==> src/rtl/feature_frame_assembler_pkg.sv <==
// ---------------------------------------------------------------------------
// feature_frame_assembler_pkg : shared types and helpers for the assembler
// Rev 1.0
// ---------------------------------------------------------------------------
`default_nettype none

package feature_frame_assembler_pkg;

  localparam int c_NUM_BUFS = 2;

  typedef logic buf_sel_t;

  // Slot index width; a single-channel frame still needs one index bit.
  function automatic int idx_width(input int n);
    return (n > 1) ? $clog2(n) : 1;
  endfunction

endpackage

`default_nettype wire

==> src/rtl/feature_frame_assembler_buffer_bank.sv <==
// ---------------------------------------------------------------------------
// frame_buffer_bank : two frame buffers with per-slot write and buffer-select read
// Rev 1.0
// ---------------------------------------------------------------------------
`default_nettype none

module frame_buffer_bank
  import feature_frame_assembler_pkg::*;
#(
  parameter int NUM_CHANNELS = 4,
  parameter int CH_WIDTH     = 8,
  parameter int IDX_W        = 2
) (
  input  logic                             clk,
  input  logic                             wr_en,
  input  buf_sel_t                         wr_buf,
  input  logic [IDX_W-1:0]                 wr_slot,
  input  logic [CH_WIDTH-1:0]              wr_data,
  input  buf_sel_t                         rd_sel,
  output logic [NUM_CHANNELS*CH_WIDTH-1:0] rd_data
);

  logic [NUM_CHANNELS*CH_WIDTH-1:0] bank_w [c_NUM_BUFS];

  for (genvar b = 0; b < c_NUM_BUFS; b++) begin : g_buf
    logic [NUM_CHANNELS*CH_WIDTH-1:0] mem_q;
    logic [NUM_CHANNELS*CH_WIDTH-1:0] mem_d;

    always_comb begin
      mem_d = mem_q;
      for (int k = 0; k < NUM_CHANNELS; k++) begin
        if (wr_en && (wr_buf == buf_sel_t'(b)) && (wr_slot == IDX_W'(k))) begin
          mem_d[k*CH_WIDTH +: CH_WIDTH] = wr_data;
        end
      end
    end

    // Payload storage carries no reset; only the control flags do.
    always_ff @(posedge clk) begin
      mem_q <= mem_d;
    end

    assign bank_w[b] = mem_q;
  end

  assign rd_data = bank_w[rd_sel];

endmodule

`default_nettype wire

==> src/rtl/feature_frame_assembler.sv <==
// ---------------------------------------------------------------------------
// feature_frame_assembler : ping-pong assembly of channel samples into frames
// Rev 1.0
// ---------------------------------------------------------------------------
`ifndef TOTAL_NUM_CHANNEL
`define TOTAL_NUM_CHANNEL 4
`endif
`ifndef CHANNEL_WIDTH
`define CHANNEL_WIDTH 8
`endif

`default_nettype none

module feature_frame_assembler
  import feature_frame_assembler_pkg::*;
#(
  parameter int NUM_CHANNELS = `TOTAL_NUM_CHANNEL,
  parameter int CH_WIDTH     = `CHANNEL_WIDTH,
  parameter int CNT_WIDTH    = 8
) (
  input  logic                             clk,
  input  logic                             rst,
  input  logic [CH_WIDTH-1:0]              ch_data,
  input  logic                             ch_valid,
  input  logic                             ch_last,
  output logic                             ch_ready,
  output logic [NUM_CHANNELS*CH_WIDTH-1:0] features_top,
  output logic                             fin_valid,
  input  logic                             fin_ready,
  output logic                             frame_err,
  output logic [CNT_WIDTH-1:0]             drop_count
);

  localparam int               IDX_W      = idx_width(NUM_CHANNELS);
  localparam logic [IDX_W-1:0] c_LAST_IDX = IDX_W'(NUM_CHANNELS - 1);

  logic [c_NUM_BUFS-1:0] full_q, full_d;
  buf_sel_t              wr_ptr_q, wr_ptr_d;
  buf_sel_t              rd_ptr_q, rd_ptr_d;
  logic [IDX_W-1:0]      idx_q, idx_d;
  logic                  frame_err_q, frame_err_d;
  logic [CNT_WIDTH-1:0]  drop_count_q, drop_count_d;

  logic w_accept;
  logic w_at_last;
  logic w_good;
  logic w_bad;
  logic w_out_hs;

  assign ch_ready  = ~full_q[wr_ptr_q];
  assign fin_valid = full_q[rd_ptr_q];
  assign frame_err  = frame_err_q;
  assign drop_count = drop_count_q;

  assign w_accept  = ch_valid & ch_ready;
  assign w_at_last = (idx_q == c_LAST_IDX);
  assign w_good    = w_accept & ch_last & w_at_last;
  // Early last and missing last at the final slot are both malformed.
  assign w_bad     = w_accept & (ch_last ^ w_at_last);
  assign w_out_hs  = fin_valid & fin_ready;

  always_comb begin
    full_d       = full_q;
    wr_ptr_d     = wr_ptr_q;
    rd_ptr_d     = rd_ptr_q;
    idx_d        = idx_q;
    frame_err_d  = w_bad;
    drop_count_d = drop_count_q;

    // A write only lands in an empty buffer and a read only drains a full
    // one, so these two updates never target the same flag.
    if (w_good) begin
      full_d[wr_ptr_q] = 1'b1;
      wr_ptr_d         = ~wr_ptr_q;
      idx_d            = '0;
    end else if (w_bad) begin
      idx_d = '0;
    end else if (w_accept) begin
      idx_d = idx_q + IDX_W'(1);
    end

    if (w_out_hs) begin
      full_d[rd_ptr_q] = 1'b0;
      rd_ptr_d         = ~rd_ptr_q;
    end

    if (w_bad && (drop_count_q != '1)) begin
      drop_count_d = drop_count_q + CNT_WIDTH'(1);
    end
  end

  always_ff @(posedge clk or negedge rst) begin
    if (!rst) begin
      full_q       <= '0;
      wr_ptr_q     <= 1'b0;
      rd_ptr_q     <= 1'b0;
      idx_q        <= '0;
      frame_err_q  <= 1'b0;
      drop_count_q <= '0;
    end else begin
      full_q       <= full_d;
      wr_ptr_q     <= wr_ptr_d;
      rd_ptr_q     <= rd_ptr_d;
      idx_q        <= idx_d;
      frame_err_q  <= frame_err_d;
      drop_count_q <= drop_count_d;
    end
  end

  frame_buffer_bank #(
    .NUM_CHANNELS (NUM_CHANNELS),
    .CH_WIDTH     (CH_WIDTH),
    .IDX_W        (IDX_W)
  ) u_bank (
    .clk     (clk),
    .wr_en   (w_accept),
    .wr_buf  (wr_ptr_q),
    .wr_slot (idx_q),
    .wr_data (ch_data),
    .rd_sel  (rd_ptr_q),
    .rd_data (features_top)
  );

endmodule

`default_nettype wire

==> config.mk <==
export PLATFORM = sky130hd
export DESIGN_NAME = feature_frame_assembler
export DESIGN_NICKNAME = d
export VERILOG_FILES = /design/src/rtl/feature_frame_assembler_pkg.sv /design/src/rtl/feature_frame_assembler_buffer_bank.sv /design/src/rtl/feature_frame_assembler.sv
export SDC_FILE = /design/constraint.sdc
export NUM_CORES = 1
export LEC_CHECK = 0
export ABC_CLOCK_PERIOD_IN_PS = 2300
export BUFFER_PORTS_ARGS = -buffer_cell sky130_fd_sc_hd__buf_2
export CAP_MARGIN = 10
export CORE_ASPECT_RATIO = 0.5
export CORE_MARGIN = 2
export CORE_UTILIZATION = 40
export CTS_CLUSTER_SIZE = 24
export DETAILED_ROUTE_END_ITERATION = 16
export HOLD_SLACK_MARGIN = 0.03
export PLACE_DENSITY = 0.69
export SLEW_MARGIN = 20
export SYNTH_ARGS = -nofsm -noshare
export SYNTH_HDL_FRONTEND = slang
export SYNTH_SLANG_ARGS = --single-unit
==> constraint.sdc <==
create_clock -name clk -period 2.3 [get_ports clk]
set_input_delay 0.115 -clock clk [delete_from_list [all_inputs] [get_ports clk]]
set_output_delay 0.115 -clock clk [all_outputs]
set_load 0.02 [all_outputs]
==> summary.md <==
| Metric | Value |
|---|---|
| Element type at the critical path start | register |
| Cell Pwr Density | ~1200 mW/mm^2 |
| Uppermost layer routed | met4 |
| Max_slew headroom | a little over 50% |
| Clock Sinks | approximately 80 |
| Core Util, Final | between 50% and 60% |
| Part of the cycle the worst path needs | between 80% and 90% |
| H-tree levels | 3 |
| Initial Utilization | 42.08% |
| Initial antenna violation count | 0 |
| GR Util All Layers | between 10 and 15% |
| CP bufs+invs | 0 |
| GP Congestion | 0.8313 |
| F_max | roughly 0.53 GHz |
| Final nets | about 260 |
| Syn. warnings | 0 |
| Synth top cells by count | edfxtp_1 (64), mux2_2 (34), dfrtp_1 (15) |
| Sequential cell area | about 0.0023 sq mm |
| Fin crit period | ~1.9 ns |
| Chip Width | about 130 um |
| Vias per Instance | around 4.9 |
| Final setup vio count | 0 |
| Slowest stage delay, CP | approximately 0.41 ns |
| Syn Area/Cell | between 15 and 20 sq um |
| Synthesized Nets | 201 |
| Filler instances | 642 |
| Drt wl/cell | between 15 and 20 um |
| IO Count | between 50 and 60 |
| Met2 WL | between 3 and 4 mm |
| Top-area cell type share of the netlist area | around three fifths |
| Antenna-violating nets left | 0 |
| Skew final | between 0.009 and 0.01 ns |
| Port Buffer Count | 55 |
| Layout cells sized above 1 | between 40 and 50% |
| Number of global-route vias before repair | 1756 |
| Final WL | between 5 and 6 mm |
| First-pass DRT Iterations | 4 |
| Worst-Margin Slew | ~0.73 ns |
| Final hold viol count | 0 |
| Antenna diode count | 0 |
| Max-cap violations | 0 |
| Synth top area cells | edfxtp_1 (61%), mux2_2 (12%), dfrtp_1 (12%) |
| Sequential share of the synthesized area | around 73% |
| Clk root buf | clkbuf_16 |
| Worst-Skew Late Latency | between 0.3 and 0.4 ns |
| Die height | 66.76 um |
| Top delay family on crit path | simple AND/OR/NAND/NOR gates |
| Synth Register Bits | between 70 and 80 |
| Die ar. | around 0.0086 sq mm |
| Reg clk slew, reported paths | 0.07 ns |
| First-pass GRT wire length | around 9 mm |
| CORE AREA | around 0.0075 sq mm |
| Flop2flop setup slack | about 0.41 ns |
| Mapped Cells | around 180 |
| Clk buf depth | 2 |
| Worst min path class | in -> reg |
| Remaining DRCs | 0 |
| CP Cell Sequence | ha_1 -> xor2_1 -> and3_1 -> nand4_1 -> mux2_1 |
| Std cell rows | 22 |
| Pin count of the biggest net entering global routing | 33 |
| Via count | 1750 |
| Post-synth EDFFs | 64 |
| Initial DRC count | around 140 |
| Leakage | approximately 0.0015 uW |
| Final setup TNS | 0 ns |
| Hpwl dp | about 3.9 mm |
| Clock buffers created by TritonCTS | 9 |
| Maximum VDD drop | ~0.57 mV |
| Crit-path slowest cell | dfrtp_1 |
| Critical path type | reg -> reg |
| Inst Count DP | 340 |
| Top_reg_cell synth | edfxtp_1 |
| Ys async rst share | between 10% and 20% |
| Grt total ovfl | 0 |
| Pins Over Slew Limit | 0 |
| CP Data Arrival Time | between 2 and 2.5 ns |
| CTS tree | yes |
| CP max FO | 9 |
| DRT met1 WL | around 2.6 mm |
| CP Data Required Time | around 2.5 ns |
| Post-synthesis cell area | approximately 0.0032 sq mm |
| Area of the multi-input gates | 800.8 sq um |
| Unrepaired setup endpoints after global routing | no |
| Post-route cell area | between 0.003 and 0.004 sq mm |
| Final Instance Count excl. Fillers | about 360 |
| Cell area after placement | between 0.003 and 0.004 sq mm |
| Outcome | finished, final reports clean |
| Library cells used by synthesis | 29 |
| Cell with the most instances after synthesis | edfxtp_1 |
| Synthesis-to-layout area growth | 22.52% |
| Setup crit end kind | register |
| Metal3 WL | 240 um |
| Yosys top cell by area | edfxtp_1 |
registers in the layout, summed over array words and instances, names as in the netlist:
| name | cells |
|---|---|
| frame_err | 1 |
| drop_count | 8 |
| idx_q | 2 |
| full_q | 2 |
| u_bank.g_buf.mem_q | 64 |
| wr_ptr_q | 1 |
| rd_ptr_q | 1 |
worst register-to-register path, delay by kind of cell (launching register included):
| family | cells | cell delay, ns |
|---|---|---|
| xor+xnor | 1 | 0.17 |
| fa+ha+maj | 1 | 0.36 |
| flops | 1 | 0.41 |
| mux | 1 | 0.32 |
| simple gates | 2 | 0.50 |
cells by family (layout without fill, tap and decap cells):
family,count (synthesis),after routing,share of synthesized area [%]
DFF,79,79,72.91
muxes,40,40,14.30
xor gates and xnor gates,2,2,0.5561
buffers and inverters,11,78,1.668
adders and majority gates,5,5,1.986
and+or+nand+nor,35,35,6.235
AOI/OAI and AO/OA,11,11,2.343
cell usage in the layout, fill, tap and decap left out, types with 3 or more instances in the layout:
cell type	count
clkbuf_16	9
edfxtp_1	64
mux2_2	34
a21oi_1	4
buf_2	55
and3_1	4
dfrtp_1	15
nand2b_1	3
nand2_1	7
nand4_1	6
mux2_1	3
nor2_1	3
inv_6	4
inv_1	4
ha_1	5
and2_1	8
repair_timing:
item,in CTS,in global routing
setup endpoints to repair,0,0
setup buffers,0,0
hold endpoints to repair,17,0
gates resized for setup,0,0
hold buffers,2,0
per-stage QoR:
step | worst slack, ns | total power, uW | hold WS (ns)
after floorplan | 0.5906 | 2914 | -0.1806
after global placement | 0.5000 | 3322 | 0.03542
after detailed placement | 0.4112 | 3361 | 0.04334
after CTS | 0.4022 | 4821 | 0.07338
after global routing | 0.2617 | 4989 | 0.07086
final | 0.4061 | 4755 | 0.08029
power by group:
part           internal [uW]  leakage, uW  switching (uW)
Combinational            559     0.000572             820
Sequential              1770     0.000768             168
Clock                    862     0.000149             573
Total                   3190      0.00149            1560
path summary, 6_finish.rpt:
check / from / to / depth (start not counted)
min reg2reg: idx_q[1]$_DFFE_PN0P_ / idx_q[1]$_DFFE_PN0P_ / 2
max in group asynchronous: rst / wr_ptr_q$_DFFE_PN0N_ / 2
min: ch_data[2] / u_bank.g_buf[0].mem_q[10]$_DFFE_PP_ / 1
min in group asynchronous: rst / drop_count[4]$_DFFE_PN0P_ / 2
max: idx_q[0]$_DFFE_PN0P_ / drop_count[6]$_DFFE_PN0P_ / 5
max reg2reg: idx_q[0]$_DFFE_PN0P_ / drop_count[6]$_DFFE_PN0P_ / 5
per-layer routing:
layer	track usage, %	vias to the layer above
met5	0	-
met4	5.242	0
met3	5.060	4
met2	24.87	33
met1	16.88	884
li1	-	829
cell type report:
class	instances	share of cell area [%]
sequential	79	59.51
multi-input combinational	93	20.75
timing repair buffer	58	7.844
clock buffer	9	5.835
tap	108	3.501
clock inverter	7	2.172
inverter	4	0.3890
Note: power is estimated with default switching activity, not from simulation.
